<file path="src/rtl/hazard_forward_ctrl.sv">
// hazard_forward_ctrl: EX operand forwarding select and load-use / memory-wait pipeline control.
// Latency: fwd_sel and all controls are combinational from inputs and current state; state moves on clk.
// Backpressure: mem_req && !mem_ready freezes the pipeline (hold_all) for at most MEM_TIMEOUT cycles.
// Optional feature: define HAZARD_PERF_CNT_EN to add perf_lu_cycles / perf_mem_cycles counters.
module hazard_forward_ctrl #(
    parameter int NUM_SRC        = 2,
    parameter int NUM_FWD_STAGES = 2,
    parameter int REG_ADDR_W     = 5,
    parameter int LOAD_LAT       = 1,
    parameter int MEM_TIMEOUT    = 16,
    localparam int SEL_W         = $clog2(NUM_FWD_STAGES + 1)
) (
    input  logic                                 clk,
    input  logic                                 arst_n,
    input  logic [NUM_SRC*REG_ADDR_W-1:0]        ex_rs,
    input  logic [NUM_SRC*REG_ADDR_W-1:0]        id_rs,
    input  logic [NUM_SRC-1:0]                   id_rs_used,
    input  logic                                 ex_mem_read,
    input  logic [REG_ADDR_W-1:0]                ex_rd,
    input  logic [NUM_FWD_STAGES*REG_ADDR_W-1:0] fwd_rd,
    input  logic [NUM_FWD_STAGES-1:0]            fwd_we,
    input  logic                                 mem_req,
    input  logic                                 mem_ready,
    output logic [NUM_SRC*SEL_W-1:0]             fwd_sel,
    output logic                                 stall_if_id,
    output logic                                 bubble_id_ex,
    output logic                                 hold_all,
    output logic                                 mem_timeout
`ifdef HAZARD_PERF_CNT_EN
    ,
    output logic [31:0]                          perf_lu_cycles,
    output logic [31:0]                          perf_mem_cycles
`endif
);

    localparam logic [1:0] ST_RUN      = 2'd0;
    localparam logic [1:0] ST_LU_STALL = 2'd1;
    localparam logic [1:0] ST_MEM_WAIT = 2'd2;

    localparam int LU_W   = (LOAD_LAT > 1) ? $clog2(LOAD_LAT + 1) : 1;
    localparam int WAIT_W = $clog2(MEM_TIMEOUT + 1);

    localparam logic [LU_W-1:0]   LU_INIT  = LU_W'(LOAD_LAT - 1);
    localparam logic [LU_W-1:0]   LU_ONE   = LU_W'(1);
    localparam logic [WAIT_W-1:0] WAIT_ONE = WAIT_W'(1);
    localparam logic [WAIT_W-1:0] WAIT_MAX = WAIT_W'(MEM_TIMEOUT);

    logic [1:0]            state, state_nxt;
    logic [1:0]            prev_state, prev_nxt;
    logic [LU_W-1:0]       lu_cnt, lu_cnt_nxt;
    logic [WAIT_W-1:0]     wait_cnt, wait_nxt;
    logic                  timeout_set;
    logic                  lu_hit;
    logic                  mem_stall;
    logic                  stall_raw, bubble_raw, hold_raw;
    logic [REG_ADDR_W-1:0] rs_cur;

    assign mem_stall = mem_req && !mem_ready;

    // Forwarding select per source; stages scanned oldest to youngest so the youngest match wins.
    always_comb begin
        fwd_sel = '0;
        rs_cur  = '0;
        for (int i = 0; i < NUM_SRC; i++) begin
            rs_cur = ex_rs[i*REG_ADDR_W +: REG_ADDR_W];
            for (int k = NUM_FWD_STAGES - 1; k >= 0; k--) begin
                if (fwd_we[k] && (fwd_rd[k*REG_ADDR_W +: REG_ADDR_W] == rs_cur) && (rs_cur != '0)) begin
                    fwd_sel[i*SEL_W +: SEL_W] = SEL_W'(k + 1);
                end
            end
        end
    end

    // Load-use detection: a load in EX writes a register that ID actually reads (x0 never hazards).
    always_comb begin
        lu_hit = 1'b0;
        for (int i = 0; i < NUM_SRC; i++) begin
            if (id_rs_used[i] && (id_rs[i*REG_ADDR_W +: REG_ADDR_W] == ex_rd)) begin
                lu_hit = 1'b1;
            end
        end
        lu_hit = lu_hit && ex_mem_read && (ex_rd != '0);
    end

    // Next-state and raw control decode; a memory stall always beats the load-use logic.
    always_comb begin
        state_nxt   = state;
        prev_nxt    = prev_state;
        lu_cnt_nxt  = lu_cnt;
        wait_nxt    = wait_cnt;
        timeout_set = 1'b0;
        stall_raw   = 1'b0;
        bubble_raw  = 1'b0;
        hold_raw    = 1'b0;
        case (state)
            ST_RUN: begin
                if (mem_stall) begin
                    hold_raw  = 1'b1;
                    prev_nxt  = ST_RUN;
                    wait_nxt  = WAIT_ONE;
                    state_nxt = ST_MEM_WAIT;
                end else if (lu_hit) begin
                    stall_raw  = 1'b1;
                    bubble_raw = 1'b1;
                    if (LOAD_LAT > 1) begin
                        lu_cnt_nxt = LU_INIT;
                        state_nxt  = ST_LU_STALL;
                    end
                end
            end
            ST_LU_STALL: begin
                if (mem_stall) begin
                    hold_raw  = 1'b1;
                    prev_nxt  = ST_LU_STALL;
                    wait_nxt  = WAIT_ONE;
                    state_nxt = ST_MEM_WAIT;
                end else begin
                    stall_raw  = 1'b1;
                    bubble_raw = 1'b1;
                    lu_cnt_nxt = lu_cnt - LU_ONE;
                    if (lu_cnt == LU_ONE) begin
                        state_nxt = ST_RUN;
                    end
                end
            end
            ST_MEM_WAIT: begin
                // The release cycle (ready or timeout) lets the pipeline advance once before resuming.
                if (mem_ready) begin
                    state_nxt = prev_state;
                end else if (wait_cnt < WAIT_MAX) begin
                    hold_raw = 1'b1;
                    wait_nxt = wait_cnt + WAIT_ONE;
                end else begin
                    timeout_set = 1'b1;
                    state_nxt   = prev_state;
                end
            end
            default: begin
                state_nxt = ST_RUN;
            end
        endcase
    end

    // Controls are forced low while reset is asserted so a mid-stall reset aborts immediately.
    assign stall_if_id  = stall_raw  && arst_n;
    assign bubble_id_ex = bubble_raw && arst_n;
    assign hold_all     = hold_raw   && arst_n;

    // FSM state, counters and the sticky timeout flag.
    always_ff @(posedge clk or negedge arst_n) begin
        if (!arst_n) begin
            state       <= ST_RUN;
            prev_state  <= ST_RUN;
            lu_cnt      <= '0;
            wait_cnt    <= '0;
            mem_timeout <= 1'b0;
        end else begin
            state       <= state_nxt;
            prev_state  <= prev_nxt;
            lu_cnt      <= lu_cnt_nxt;
            wait_cnt    <= wait_nxt;
            mem_timeout <= mem_timeout | timeout_set;
        end
    end

`ifdef HAZARD_PERF_CNT_EN
    // Saturating event counters for bubble and freeze cycles.
    always_ff @(posedge clk or negedge arst_n) begin
        if (!arst_n) begin
            perf_lu_cycles  <= '0;
            perf_mem_cycles <= '0;
        end else begin
            if (bubble_id_ex && (perf_lu_cycles != 32'hFFFF_FFFF)) begin
                perf_lu_cycles <= perf_lu_cycles + 32'd1;
            end
            if (hold_all && (perf_mem_cycles != 32'hFFFF_FFFF)) begin
                perf_mem_cycles <= perf_mem_cycles + 32'd1;
            end
        end
    end
`endif

endmodule

</file>
<file path="config.mk">
export PLATFORM = sky130hd
export DESIGN_NAME = hazard_forward_ctrl
export DESIGN_NICKNAME = d
export VERILOG_FILES = /design/src/rtl/hazard_forward_ctrl.sv
export SDC_FILE = /design/constraint.sdc
export NUM_CORES = 1
export LEC_CHECK = 0
export ABC_CLOCK_PERIOD_IN_PS = 4400
export BUFFER_PORTS_ARGS = -buffer_cell sky130_fd_sc_hd__buf_4
export CORE_UTILIZATION = 40
export CTS_BUF_LIST = sky130_fd_sc_hd__clkbuf_4 sky130_fd_sc_hd__clkbuf_8
export CTS_CLUSTER_SIZE = 30
export DETAILED_ROUTE_END_ITERATION = 7
export PLACE_DENSITY_LB_ADDON = 0.1
export SYNTH_ARGS = -nofsm -noshare
export SYNTH_HDL_FRONTEND = slang
export SYNTH_SLANG_ARGS = --single-unit
</file>
<file path="constraint.sdc">
create_clock -name clk -period 4.4 [get_ports clk]
set_clock_uncertainty 0.1 [all_clocks]
set_input_delay 0.22 -clock clk [delete_from_list [all_inputs] [get_ports clk]]
set_output_delay 0.22 -clock clk [all_outputs]
set_load 0.03 [all_outputs]
</file>
==> flow_summary.html <==
<table>
<tr><th>Metric</th><th>Value</th></tr>
<tr><th colspan="2">Timing</th></tr>
<tr><td>Slew at the pin closest to its max-slew limit</td><td>around 0.61 ns</td></tr>
<tr><td>Final Hold Viols</td><td>0</td></tr>
<tr><td>Final setup violation count</td><td>0</td></tr>
<tr><td>Fraction of the cycle the final worst path needs</td><td>between 40 and 50%</td></tr>
<tr><td>Count of pins over their slew limit</td><td>0</td></tr>
<tr><td>Fmax</td><td>about 480 MHz</td></tr>
<tr><td>Relative slew margins</td><td>about 59%</td></tr>
<tr><td>Total negative setup slack</td><td>0 ns</td></tr>
<tr><td>RSZ-0062 raised after global routing</td><td>no</td></tr>
<tr><td>Worst path setup slack after routing</td><td>2.32 ns</td></tr>
<tr><td>Crit path time final</td><td>2.08 ns</td></tr>
<tr><th colspan="2">Finish</th></tr>
<tr><td>Final cell area excluding filler cells</td><td>between 1000 and 1500 µm²</td></tr>
<tr><td>Ratio of cells with drive above 1 in the final layout</td><td>46.2%</td></tr>
<tr><td>Most frequent cells in the layout</td><td>sky130_fd_sc_hd__buf_4, sky130_fd_sc_hd__xnor2_1, sky130_fd_sc_hd__xor2_1, sky130_fd_sc_hd__dfrtp_1</td></tr>
<tr><td>Fraction of the core area covered by cells at the end of the flow</td><td>between 60% and 70%</td></tr>
<tr><td>Filler cell count</td><td>180</td></tr>
<tr><td>Multi-input logic area</td><td>627 µm²</td></tr>
<tr><td>Final cell count without fillers</td><td>172</td></tr>
<tr><td>Inserted Diodes</td><td>0</td></tr>
<tr><td>Layout overhead on the synthesized area</td><td>51.3%</td></tr>
<tr><td>Sequential cell area</td><td>about 250 µm²</td></tr>
<tr><td>Leading cell type in the layout, fill and taps excluded</td><td>sky130_fd_sc_hd__buf_4</td></tr>
<tr><td>Net count, final</td><td>between 150 and 200</td></tr>
<tr><th colspan="2">Clocking</th></tr>
<tr><td>Resized cells post-CTS</td><td>0</td></tr>
<tr><td>Clock net sink count</td><td>10</td></tr>
<tr><td>Clock-pin slew on the worst setup and hold paths</td><td>0.07 ns</td></tr>
<tr><td>Number of CTS-inserted buffers</td><td>3</td></tr>
<tr><td>Maximum buffer depth of the clock tree</td><td>2</td></tr>
<tr><td>CTS H-tree depth</td><td>1</td></tr>
<tr><td>Cell at the root of the clock tree</td><td>sky130_fd_sc_hd__clkbuf_4</td></tr>
<tr><td>Insertion delay to the later sink of the worst-skew pair</td><td>~0.27 ns</td></tr>
<tr><td>Total setup buffers inserted after CTS</td><td>0</td></tr>
<tr><td>Clock tree from TritonCTS</td><td>built</td></tr>
<tr><th colspan="2">Placed design</th></tr>
<tr><td>Cell Area, Placed</td><td>1300 µm²</td></tr>
<tr><td>Final weighted congestion in routability-driven placement</td><td>0.783</td></tr>
<tr><td>Number of placed cells counting well taps</td><td>167</td></tr>
<tr><td>Post-detailed-placement half-perimeter wirelength</td><td>1910 µm</td></tr>
<tr><td>Setup WS pre-CTS</td><td>about 2.5 ns</td></tr>
<tr><td>Number of buffers inserted by port buffering</td><td>51</td></tr>
<tr><th colspan="2">Status</th></tr>
<tr><td>Result of the run</td><td>finished, final reports clean</td></tr>
<tr><th colspan="2">Detailed routing</th></tr>
<tr><td>Number of detailed-route iterations in the first pass</td><td>4</td></tr>
<tr><td>Drt total wl</td><td>about 2200 µm</td></tr>
<tr><td>Via count</td><td>~850</td></tr>
<tr><td>Drt initial violations</td><td>8</td></tr>
<tr><td>Number of nets still failing antenna checks after routing</td><td>0</td></tr>
<tr><td>Drt wl/cell</td><td>13.0 µm</td></tr>
<tr><td>Via-per-instance ratio</td><td>around 5.0</td></tr>
<tr><td>DRC</td><td>0</td></tr>
<tr><th colspan="2">Synthesis</th></tr>
<tr><td>Sequential-to-total area share from yosys stat</td><td>between 20 and 30%</td></tr>
<tr><td>Synthesized area</td><td>888 µm²</td></tr>
<tr><td>Gate Count Post-Synth</td><td>90</td></tr>
<tr><td>Yosys synthesis warning count</td><td>0</td></tr>
<tr><td>Syn Nets</td><td>~140</td></tr>
<tr><td>Unique masters post-synth</td><td>30</td></tr>
<tr><td>Total of flip-flops plus latches after synthesis</td><td>10</td></tr>
<tr><td>Average instance area after synthesis</td><td>9.87 µm²</td></tr>
<tr><th colspan="2">GRT</th></tr>
<tr><td>Largest net degree at the start of global routing</td><td>14</td></tr>
<tr><td>Total grt overflow</td><td>0</td></tr>
<tr><td>Wire length of the first global-routing pass</td><td>between 3000 and 4000 µm</td></tr>
<tr><td>Vias in the first global route</td><td>between 800 and 900</td></tr>
<tr><td>Number of antenna violations at the first check in global routing</td><td>0</td></tr>
<tr><td>Overall global routing resource usage</td><td>20.5%</td></tr>
<tr><th colspan="2">Floorplan</th></tr>
<tr><td>Row Count</td><td>16</td></tr>
<tr><td>Number of primary I/O pins</td><td>52</td></tr>
<tr><td>Initial cell density of the core</td><td>roughly 44%</td></tr>
<tr><td>Die X-Extent</td><td>about 49 µm</td></tr>
<tr><td>Core Region</td><td>between 2000 and 2500 µm²</td></tr>
<tr><td>Die area</td><td>2410 µm²</td></tr>
<tr><td>Vertical die dimension</td><td>49.1 µm</td></tr>
<tr><th colspan="2">Pwr</th></tr>
<tr><td>Worst vdd rail ir drop</td><td>around 0.22 mV</td></tr>
<tr><td>Int Pwr</td><td>around 0.00022 W</td></tr>
<tr><td>Power share of the clock group</td><td>between 20% and 30%</td></tr>
<tr><td>Reg power frac</td><td>38.7%</td></tr>
<tr><td>Power spent charging and discharging nets</td><td>between 0.00009 and 0.0001 W</td></tr>
<tr><td>Power share of the combinational group</td><td>a little over a third</td></tr>
<tr><td>Static Leakage</td><td>~0.6 nW</td></tr>
<tr><td>Proportion of total power due to net switching</td><td>30.6%</td></tr>
<tr><td>Pwr Density</td><td>~240 nW/µm²</td></tr>
<tr><th colspan="2">Worst setup path</th></tr>
<tr><td>Maximum fanout encountered on the critical timing path</td><td>6</td></tr>
<tr><td>Data required time at the worst endpoint</td><td>roughly 4.1 ns</td></tr>
<tr><td>Crit Path Class</td><td>reg -&gt; out</td></tr>
<tr><td>CP endpoint kind</td><td>primary output</td></tr>
<tr><td>Data arrival at the endpoint of the critical path</td><td>between 1.5 and 2 ns</td></tr>
<tr><td>Critical path startpoint category</td><td>register</td></tr>
<tr><td>Number of cells traversed by the worst register-to-register path</td><td>2</td></tr>
<tr><th colspan="2">Run</th></tr>
<tr><td>Max_cap viols</td><td>0</td></tr>
<tr><th colspan="2">Hold path</th></tr>
<tr><td>Number of stages on the worst hold path</td><td>3</td></tr>
<tr><td>Worst hold path class</td><td>in -&gt; reg</td></tr>
</table>
cell families after synthesis:
kind of cell	share of synthesized area, %
xor gates and xnor gates	32.5
adders and majority gates	1.41
and+or+nand+nor	28.5
muxes	1.27
DFF	28.2
buffers and inverters	1.27
AOI/OAI and AO/OA	6.90
area by class of cell:
class	count	share of cell area, %
well taps	27	2.51
repair buffers	52	29.2
inverters	1	0.279
multi-input cells	78	46.6
flip-flops and latches	10	18.6
clock buffers	4	2.70
flip-flops by register name, indices dropped and copies added (netlist names):
| signal | cells |
|---|---|
| wait_cnt | 5 |
| lu_cnt | 1 |
| state | 2 |
| mem_timeout | 1 |
| prev_state | 1 |
path summary, 6_finish.rpt:
| kind | from | endpoint | slack, ns |
|---|---|---|---|
| hold / removal | mem_ready | state[0] | 0.19 |
| setup / recovery | state[1] | hold_all | 2.32 |
| hold reg to reg | lu_cnt | lu_cnt | 0.38 |
| max in group asynchronous | arst_n | mem_timeout | 3.83 |
| setup reg to reg | state[1] | prev_state[0] | 2.82 |
| min in group asynchronous | arst_n | state[1] | 0.22 |
synth_stat cells, drive strengths merged:
master | n | share of area [%]
xnor2 | 19 | 19
nand2 | 5 | 2.1
o22ai | 1 | 0.70
ha | 1 | 1.4
nand2b | 1 | 0.70
a31o | 1 | 0.99
inv | 1 | 0.42
nor3b | 1 | 0.85
nor2 | 7 | 4.6
nand3b | 1 | 0.85
nor4b | 1 | 2.7
and2 | 2 | 1.4
mux2 | 1 | 1.3
a32oi | 1 | 0.99
buf | 1 | 0.85
a21oi | 2 | 1.1
a41oi | 1 | 0.99
or4 | 3 | 3.4
or2 | 1 | 0.70
nand4 | 5 | 3.5
nor4 | 6 | 7.0
xor2 | 14 | 14
o2111ai | 1 | 0.99
dfrtp | 10 | 28
nand3 | 1 | 0.56
o21ai | 2 | 1.1
timing repair:
| item | in CTS | in global routing |
|---|---|---|
| setup endpoints to repair | 0 | 0 |
| hold endpoints to repair | 10 | 0 |
| hold buffers | 1 | 0 |
per-stage QoR:
| stage | power, W | hold slack, ns |
|---|---|---|
| 5_1_grt | 0.000343 | 0.208 |
| 2_1_floorplan | 0.000183 | -0.176 |
| 3_5_place_dp | 0.000240 | -0.0362 |
| 3_3_place_gp | 0.000236 | -0.0389 |
| 4_1_cts | 0.000325 | 0.191 |
| 6_report | 0.000321 | 0.194 |
per-layer routing:
metal,part of all wire [%],GRT usage [%]
met1,43,24.2
met3,5.0,3.12
met2,50,36.3
met5,0,0
met4,1.3,8.82
power by group through the flow:
stage / clock network [W] / logic [W] / registers (W)
after floorplan: 0 / 0.0000592 / 0.000123
after global placement: 0 / 0.000110 / 0.000125
after detailed placement: 0 / 0.000113 / 0.000127
after CTS: 0.0000860 / 0.000115 / 0.000125
after global routing: 0.0000902 / 0.000126 / 0.000126
final: 0.0000829 / 0.000114 / 0.000124
worst max-delay path, stage by stage (launching register included):
cell	delay [ns]
sky130_fd_sc_hd__dfrtp_1	0.42
sky130_fd_sc_hd__nor3b_1	0.55
sky130_fd_sc_hd__or2_2	0.24
sky130_fd_sc_hd__and2_1	0.13
sky130_fd_sc_hd__buf_4	0.15
No activity file was read; power rests on OpenSTA's default activity.
